`config.mk`:
```
export PLATFORM = sky130hd
export DESIGN_NAME = prog_loader
export DESIGN_NICKNAME = d
export VERILOG_FILES = /design/src/rtl/prog_loader_pkg.sv /design/src/rtl/nibble_packer.sv /design/src/rtl/prog_loader.sv
export SDC_FILE = /design/constraint.sdc
export NUM_CORES = 1
export LEC_CHECK = 0
export CORE_MARGIN = 2
export CORE_UTILIZATION = 44
export CTS_CLUSTER_SIZE = 12
export DETAILED_ROUTE_END_ITERATION = 7
export MAX_ROUTING_LAYER = met4
export PLACE_DENSITY_LB_ADDON = 0.12
export SKIP_CTS_REPAIR_TIMING = 1
export SYNTH_ARGS = -nofsm -noshare
export SYNTH_HDL_FRONTEND = slang
export SYNTH_SLANG_ARGS = --single-unit
```
`constraint.sdc`:
```
create_clock -name clk -period 1.5 [get_ports clk]
set_clock_uncertainty 0.1 [all_clocks]
set_input_delay 0.3 -clock clk [delete_from_list [all_inputs] [get_ports clk]]
set_output_delay 0.3 -clock clk [all_outputs]
set_load 0.01 [all_outputs]
```
`src/rtl/prog_loader_pkg.sv`:
```
// prog_loader_pkg: shared definitions for the runtime program loader.
//   state_t        - loader FSM encoding (IDLE=0, LOAD=1, WRITE=2, RELEASE=3)
//   nibs_per_word  - number of input nibbles packed into one program word
//   cnt_width      - width of a counter that indexes 0..n-1 (never below 1 bit)
package prog_loader_pkg;

  typedef enum logic [1:0] {
    ST_IDLE    = 2'd0,
    ST_LOAD    = 2'd1,
    ST_WRITE   = 2'd2,
    ST_RELEASE = 2'd3
  } state_t;

  function automatic int nibs_per_word(input int instr_width, input int bit_width);
    return instr_width / bit_width;
  endfunction

  function automatic int cnt_width(input int n);
    return (n > 1) ? $clog2(n) : 1;
  endfunction

endpackage

```
`src/rtl/nibble_packer.sv`:
```
// nibble_packer: MSB-first shift register that assembles program words from
// input nibbles.
//   clk, rst   - clock, asynchronous active-high reset
//   clear      - discard any partial word and restart the nibble count
//   shift      - shift din into the low end of the word
//   din        - incoming nibble
//   word_next  - word including din as the newest nibble (valid when shift is high)
//   nib_cnt    - number of nibbles already held for the current word
module nibble_packer
  import prog_loader_pkg::*;
#(
  parameter int BIT_WIDTH   = 4,
  parameter int INSTR_WIDTH = 8,
  localparam int NIBS       = nibs_per_word(INSTR_WIDTH, BIT_WIDTH),
  localparam int CNT_W      = cnt_width(NIBS)
) (
  input  logic                   clk,
  input  logic                   rst,
  input  logic                   clear,
  input  logic                   shift,
  input  logic [BIT_WIDTH-1:0]   din,
  output logic [INSTR_WIDTH-1:0] word_next,
  output logic [CNT_W-1:0]       nib_cnt
);

  logic [INSTR_WIDTH-1:0] word_q;
  logic                   last;

  // Older nibbles move up, so the first nibble of a word ends in the MSBs.
  assign word_next = (word_q << BIT_WIDTH) | INSTR_WIDTH'(din);
  assign last      = (nib_cnt == CNT_W'(NIBS - 1));

  // NOTE: sequential state uses non-blocking assignments only, so every
  // register samples the pre-edge values regardless of statement order.
  always_ff @(posedge clk or posedge rst) begin
    if (rst) begin
      word_q  <= '0;
      nib_cnt <= '0;
    end else if (clear) begin
      word_q  <= '0;
      nib_cnt <= '0;
    end else if (shift) begin
      word_q  <= word_next;
      nib_cnt <= last ? '0 : nib_cnt + CNT_W'(1);
    end
  end

endmodule

```
`src/rtl/prog_loader.sv`:
```
// prog_loader: loads a program into the CPU's instruction memory from a nibble
// stream, holding the CPU in reset until the last word has been written.
//   clk, rst    - clock, asynchronous active-high reset
//   load_start  - request a load of load_len words (honoured only when idle)
//   load_len    - words to load, 1..2^ADDR_WIDTH; other values are ignored
//   in_data     - nibble input, handshaked by in_valid / in_ready
//   mem_we      - program memory write strobe, with mem_addr / mem_wdata
//   cpu_rst     - hold-reset to the CPU core while a load is in progress
//   busy        - loader is not idle
//   done        - one-cycle pulse when the final word has been written
module prog_loader
  import prog_loader_pkg::*;
#(
  parameter int BIT_WIDTH   = 4,
  parameter int INSTR_WIDTH = 8,
  parameter int ADDR_WIDTH  = 4
) (
  input  logic                   clk,
  input  logic                   rst,
  input  logic                   load_start,
  input  logic [ADDR_WIDTH:0]    load_len,
  input  logic [BIT_WIDTH-1:0]   in_data,
  input  logic                   in_valid,
  output logic                   in_ready,
  output logic                   mem_we,
  output logic [ADDR_WIDTH-1:0]  mem_addr,
  output logic [INSTR_WIDTH-1:0] mem_wdata,
  output logic                   cpu_rst,
  output logic                   busy,
  output logic                   done
);

  localparam int NIBS  = nibs_per_word(INSTR_WIDTH, BIT_WIDTH);
  localparam int CNT_W = cnt_width(NIBS);
  localparam logic [ADDR_WIDTH:0] MAX_LEN = (ADDR_WIDTH + 1)'(1) << ADDR_WIDTH;
  localparam logic [ADDR_WIDTH:0] ONE     = (ADDR_WIDTH + 1)'(1);

  state_t                 state_q, state_d;
  logic [ADDR_WIDTH:0]    len_q;
  logic [ADDR_WIDTH-1:0]  word_cnt_q;
  logic [ADDR_WIDTH-1:0]  mem_addr_q;
  logic [INSTR_WIDTH-1:0] mem_wdata_q;

  logic                   pk_clear;
  logic                   pk_shift;
  logic [INSTR_WIDTH-1:0] pk_word_next;
  logic [CNT_W-1:0]       nib_cnt;

  logic start_ok;
  logic last_nib;
  logic last_word;

  assign start_ok  = load_start && (load_len != '0) && (load_len <= MAX_LEN);
  assign last_nib  = (nib_cnt == CNT_W'(NIBS - 1));
  assign last_word = ({1'b0, word_cnt_q} == (len_q - ONE));

  nibble_packer #(
    .BIT_WIDTH   (BIT_WIDTH),
    .INSTR_WIDTH (INSTR_WIDTH)
  ) u_packer (
    .clk       (clk),
    .rst       (rst),
    .clear     (pk_clear),
    .shift     (pk_shift),
    .din       (in_data),
    .word_next (pk_word_next),
    .nib_cnt   (nib_cnt)
  );

  always_ff @(posedge clk or posedge rst) begin
    if (rst) begin
      state_q <= ST_IDLE;
    end else begin
      state_q <= state_d;
    end
  end

  // NOTE: every signal driven here gets a default first; a path that leaves
  // one unassigned would infer a latch.
  always_comb begin
    state_d  = state_q;
    pk_clear = 1'b0;
    pk_shift = 1'b0;
    unique case (state_q)
      ST_IDLE: begin
        if (start_ok) begin
          pk_clear = 1'b1;
          state_d  = ST_LOAD;
        end
      end
      ST_LOAD: begin
        if (in_valid) begin
          pk_shift = 1'b1;
          if (last_nib) state_d = ST_WRITE;
        end
      end
      ST_WRITE:   state_d = last_word ? ST_RELEASE : ST_LOAD;
      ST_RELEASE: state_d = ST_IDLE;
      default:    state_d = ST_IDLE;
    endcase
  end

  // Address and data are captured with the final nibble of each word so they
  // are valid throughout WRITE and hold their values afterwards.
  always_ff @(posedge clk or posedge rst) begin
    if (rst) begin
      len_q       <= '0;
      word_cnt_q  <= '0;
      mem_addr_q  <= '0;
      mem_wdata_q <= '0;
    end else begin
      if (state_q == ST_IDLE && start_ok) begin
        len_q      <= load_len;
        word_cnt_q <= '0;
      end
      if (state_q == ST_WRITE && !last_word) begin
        word_cnt_q <= word_cnt_q + ADDR_WIDTH'(1);
      end
      if (state_q == ST_LOAD && in_valid && last_nib) begin
        mem_addr_q  <= word_cnt_q;
        mem_wdata_q <= pk_word_next;
      end
    end
  end

  always_comb begin
    in_ready  = (state_q == ST_LOAD);
    mem_we    = (state_q == ST_WRITE);
    cpu_rst   = (state_q != ST_IDLE);
    busy      = (state_q != ST_IDLE);
    done      = (state_q == ST_RELEASE);
    mem_addr  = mem_addr_q;
    mem_wdata = mem_wdata_q;
  end

endmodule

```
; After elaboration in Yosys (flattened, before gate mapping)
; Cells that the tools add are included.
[classes]
n_lt_le_gt_ge = 1
n_addsub = 3
n_shift = 0
n_mul = 0
n_mux = 16
eq_ne = 7
n_reduce_logical = 13
bitwise = 1
div_mod_pow = 0
[op_table]
columns = cell, n
row1 = 4-bit 2-to-1 mux, 4
row2 = 2-bit 2-to-1 mux, 4
row3 = 8-bit by 4-bit OR with 8-bit output, 1
row4 = 2-bit one-hot mux with 4 select lines, 1
row5 = 1-bit 2-to-1 mux, 7
row6 = 1-bit logical AND, 6
row7 = 2-bit nonzero test, 3
row8 = 4-bit by 5-bit equality test with 1-bit output, 1
row9 = 5-bit <= comparator (second input constant), 1
row10 = 5-bit nonzero test, 1
row11 = 5-bit by 1-bit subtractor with 5-bit output (second input constant), 1
row12 = 4-bit by 1-bit adder with 4-bit output (second input constant), 1
row13 = 2-bit equality test (second input constant), 2
row14 = 2-bit inequality test (second input constant), 2
row15 = 3-bit AND reduction, 1
row16 = 2-bit by 1-bit equality test with 1-bit output (second input constant), 1
row17 = 2-bit logical NOT, 1
row18 = 2-bit by 1-bit inequality test with 1-bit output (second input constant), 1
row19 = 1-bit adder (second input constant), 1
row20 = 1-bit logical NOT, 1
[word_totals]
elab_cells = 48
ff_bits = 28
romBits = 0
n_memories = 0
ram_bits = 0
latch_bits = 0
input_bits = 13
out_inout_bits = 17

; Longest topological paths before layout
[logic_depth]
ltp_word = 6
ltp_mapped = 7
ltp_nobuf = 7

; Hierarchy
; Synthesis repeated with hierarchy kept, for this count alone.
[unflattened]
hier_cells = 115
area_unflattened_um2 = 1367.6
[modules_own_cells]
columns = module, area_per_inst_um2, seq_area_each_um2, cells_per_inst, instances
row1 = prog_loader, 1129.8, 575.6, 94, 1
row2 = nibble_packer, 237.7, 125.1, 21, 1

; Least setup slack after synthesis
; No wires, ideal clock.
[synth_path]
path_type = register to register
startpoint = register len_q[0]
endpoint = register word_cnt_q[2]
period_less_slack_ns = 1.639
required_time_ns = 1.270
slack_ns = -0.139
stages_incl_launch_ff = 8
t_arrival_ns = 1.409
n_path_buf = 0
setup_time_ns = 0.130
cell_sequence = dfrtp_1 inv_1 ha_1 nand3b_1 a21oi_1 o311ai_2 nand3_1 mux2i_1
[synth_via]
elab_chain_len = 5
word_cells_on_any_way = 6
cone_classes = 1 x add/sub / 1 x eq/ne / 1 x mux / 3 x reduce/logical
[synth_lines]
columns = element, line_no
row1 = "start, declared", prog_loader.sv:39  ; logic [ADDR_WIDTH:0] len_q;
row2 = "start signal, assigned", prog_loader.sv:113  ; len_q <= load_len;
row3 = 5-bit by 1-bit subtractor with 5-bit output (*), prog_loader.sv:55  ; assign last_word = ({1'b0, word_cnt_q} == (len_q - ONE));
row4 = 4-bit by 5-bit equality test with 1-bit output (*), prog_loader.sv:55
row5 = 1-bit logical NOT (*), prog_loader.sv:116  ; if (state_q == ST_WRITE && !last_word) begin
row6 = 1-bit logical AND (*), prog_loader.sv:116
row7 = 4-bit 2-to-1 mux or 2-bit nonzero test (tied branches), --
row8 = "end signal, assigned", prog_loader.sv:117  ; word_cnt_q <= word_cnt_q + ADDR_WIDTH'(1);
row9 = "end, declared", prog_loader.sv:40  ; logic [ADDR_WIDTH-1:0] word_cnt_q;
; Mark *: on every way between the ends. The rest lies on a longest branch, timed or not.
; A chain may end at the register's enable or synchronous reset.

; Final worst setup path
[layout_path]
startpoint = register len_q[1]
endpoint = register word_cnt_q[2]
; The elaborated chain is that of the path after synthesis.

==> results by group <==
Pwr
  – Standby leakage power: 0.00108 µW
  – Total power draw: 3580 µW
  – Max VDD drop: 0.00133 V
  – Ratio of total power to cell area: 1880 mW/mm²

Setup path
  – Worst setup SP type: register
  – Maximum fanout encountered on the critical timing path: 4
  – End of the worst register-to-register path: word_cnt_q[2]
  – Critical register-to-register path startpoint: len_q[1]
  – Critical Path Sink Type: register
  – Required time of the critical path: 1650 ps
  – Register-to-Register Setup Slack: -170 ps
  – Start-to-end type of the worst setup path: reg -> reg
  – Arr. time, crit path: 1820 ps
  – R2r worst-path depth: 7

CTS
  – Total number of clock tree sinks: 28
  – CTS H-tree lvls: 1
  – Clock Root Buffer: sky130_fd_sc_hd__clkbuf_4
  – Clock input transition at the sequential cells of the worst setup and hold paths: 140 ps
  – Clock tree from TritonCTS: done
  – Clock network latency to the later pin of the worst-skew pair: 320 ps
  – CTS Buf Count: 3
  – Maximum count of clock buffers along a single path: 2

STA
  – Setup repair after global routing missed its margin: true
  – Least setup slack across all paths after layout: -170 ps
  – Number of endpoints failing setup at the final stage: 21
  – Ratio of final minimum period to clock period: 111%
  – FMAX: 599 MHz
  – Min Clock Period, post-route: 1670 ps
  – Number of max-slew violations in the final report: 0
  – Final hold vios: 0
  – Least-Margin Pin Slew: 319 ps
  – Headroom to the max-slew limit: 78.6%

Placed design
  – Post-detailed-placement half-perimeter wirelength: 2.07 mm
  – Placement-stage cell area: 0.00178 mm²
  – Quantity of I/O buffers inserted on ports: 29
  – Placer Congestion: 0.781
  – Post-placement cell count: 184

Layout
  – Post-layout utilization of the core: 68.6%
  – Layout overhead on the synthesized area: 47.9%
  – Share of post-route cells with drive strength above 1: 35.7%
  – Post-route standard cell area excluding fillers: 0.00191 mm²
  – Total number of nets in the final design: 174
  – Final-layout fill cell count: 209
  – Fin cells: 188
  – Antenna cells: 0

Route
  – Total wire length: 2.60 mm
  – Number of violations reported at the end of detailed-routing iteration 0: 8
  – Residual DRC count: 0
  – Avg Vias per Cell: 5.23
  – Routed length per placed instance: 13.8 µm
  – Antenna violation net count after detailed routing: 0
  – Total iterations of the first detailed-routing run: 4
  – Total via count after detailed routing: 983

Status
  – Run status: complete, but fails checks
  – Violated checks: setup timing

Floorplanning
  – Area of the die: 0.00338 mm²
  – Floorplan row count: 19
  – Boundary pin count: 30
  – Starting density of the core: 46.4%
  – Area of the core: 0.00278 mm²
  – Die Y: 58.2 µm
  – Die width: 58.2 µm

Logic synthesis
  – Count of synthesis-stage warnings from yosys: 0
  – Sequential element share of the synthesized area: 54.3%
  – Largest cells by area after synthesis: sky130_fd_sc_hd__dfrtp_1 (54%), sky130_fd_sc_hd__mux2_2 (15%), sky130_fd_sc_hd__nand2_1 (4.1%), sky130_fd_sc_hd__mux2i_1 (3.1%), sky130_fd_sc_hd__xnor2_1 (2.7%)
  – Yosys reg bits: 28
  – Combined area of all synthesized cells: 0.00129 mm²
  – Mean Syn Cell Area: 11.7 µm²
  – EDFF count, synth: 0
  – Area share of the largest cell type after synthesis: 54.3%
  – Syn nets: 125
  – Most numerous cell in the Yosys netlist: sky130_fd_sc_hd__dfrtp_1
  – Leading cell types by count after synthesis: sky130_fd_sc_hd__dfrtp_1 (28), sky130_fd_sc_hd__mux2_2 (17), sky130_fd_sc_hd__nand2_1 (14), sky130_fd_sc_hd__inv_1 (7)
  – Gate count of the mapped netlist: 110
  – FFs w/ async S/R, synth: 100%
  – Number of different library cells in the post-synthesis netlist: 26
  – Post-synth top flop: sky130_fd_sc_hd__dfrtp_1
  – Cell taking the most area after synthesis: sky130_fd_sc_hd__dfrtp_1

Run
  – Number of maximum-capacitance constraint violations: 0

GRT
  – Remaining global-route overflow: 0
  – Tot GR Track Use: 17.5%
  – Initial antenna violation count: 0
  – Maximum number of pins on one net before global-route repair: 29
  – First-pass GRT wire length: 4.38 mm
  – Vias in the first global route: 1016

Min path
  – Worst hold path startpoint: load_len[1]
  – Cell count of the worst hold path: 2
  – Worst Hold End: len_q[1]
  – Tightest Hold Check Type: in -> reg
==> registers in the layout (all words and copies together), names as in the netlist <==
name,cells
len_q,5
u_packer.nib_cnt,1
mem_wdata,8
u_packer.word_q,4
mem_addr,4
state_q,2
word_cnt_q,4
==> layer usage <==
metal	GRT usage (%)	part of all wire [%]
met5	-	0
met3	4.24	5.0
met1	18.2	38
met2	33.9	56
met4	1.99	0.50
==> worst max-delay path by stage <==
| stage | slack (ps) | startpoint | cells after the start | to |
|---|---|---|---|---|
| 6_report | -170 | len_q[1] | 7 | word_cnt_q[2] |
| 5_1_grt | -280 | len_q[1] | 7 | word_cnt_q[1] |
| 4_1_cts | -460 | state_q[0] | 2 | mem_we |
| 3_5_place_dp | -590 | load_len[0] | 7 | word_cnt_q[2] |
| 3_3_place_gp | -440 | load_len[0] | 7 | word_cnt_q[2] |
| 2_1_floorplan | -90 | len_q[0] | 7 | word_cnt_q[2] |
==> through the flow <==
step | hold slack [ps] | setup TNS (ps) | setup slack, ps
floorplan | 265 | -324 | -87.1
global route | 164 | -2510 | -276
global placement | 387 | -6730 | -440
CTS | 206 | -6250 | -459
finish | 175 | -1050 | -170
detailed placement | 397 | -8450 | -586
==> worst max-delay path, stage by stage (launching register included) <==
cell	delay (ps)
sky130_fd_sc_hd__dfrtp_1	400
sky130_fd_sc_hd__inv_1	60
sky130_fd_sc_hd__ha_2	200
sky130_fd_sc_hd__nand3b_1	130
sky130_fd_sc_hd__a21oi_2	80
sky130_fd_sc_hd__o311ai_4	300
sky130_fd_sc_hd__nand3_1	140
sky130_fd_sc_hd__mux2i_1	180
==> power by group <==
group          total, µW  internal (µW)  leakage (µW)  switching [µW]
Clock                295           94.0     0.0000138             201
Sequential          1350           1090      0.000353             258
Combinational       1940           1130      0.000718             810
Total               3580           2310       0.00108            1270
==> kinds of logic (layout without fill, tap and decap cells) <==
kind of cell | count (synthesis) | count (layout) | share of synthesized area [%]
DFF | 28 | 28 | 54.3
xor gates and xnor gates | 7 | 7 | 4.75
and+or+nand+nor | 33 | 33 | 13.0
muxes | 21 | 21 | 17.9
adders and majority gates | 2 | 2 | 1.94
AOI/OAI and AO/OA | 10 | 10 | 5.14
buffers and inverters | 9 | 56 | 3.00
==> cell type report <==
cell class	instances	area, µm²	area share [%]
clock buffer	3	22.5	1.18
inverter	7	26.3	1.38
multi-input combinational	73	643	33.7
sequential	28	701	36.7
tap	31	38.8	2.03
timing repair buffer	46	478	25.0
==> cells in the final DEF, fill, tap and decap left out, types with 3 or more instances in the layout <==
master / synthesis / routed
sky130_fd_sc_hd__a21oi_1: 5 / 4
sky130_fd_sc_hd__buf_4: 1 / 13
sky130_fd_sc_hd__buf_6: 0 / 4
sky130_fd_sc_hd__clkbuf_4: 0 / 3
sky130_fd_sc_hd__clkdlybuf4s50_1: 0 / 8
sky130_fd_sc_hd__dfrtp_1: 28 / 28
sky130_fd_sc_hd__dlymetal6s2s_1: 0 / 16
sky130_fd_sc_hd__inv_1: 7 / 6
sky130_fd_sc_hd__mux2_2: 17 / 10
sky130_fd_sc_hd__mux2_4: 0 / 7
sky130_fd_sc_hd__mux2i_1: 4 / 4
sky130_fd_sc_hd__nand2_1: 14 / 14
sky130_fd_sc_hd__nor2_1: 5 / 3
sky130_fd_sc_hd__xnor2_1: 4 / 3
sky130_fd_sc_hd__xor2_1: 3 / 3
Power figures use the tool's default switching activity.
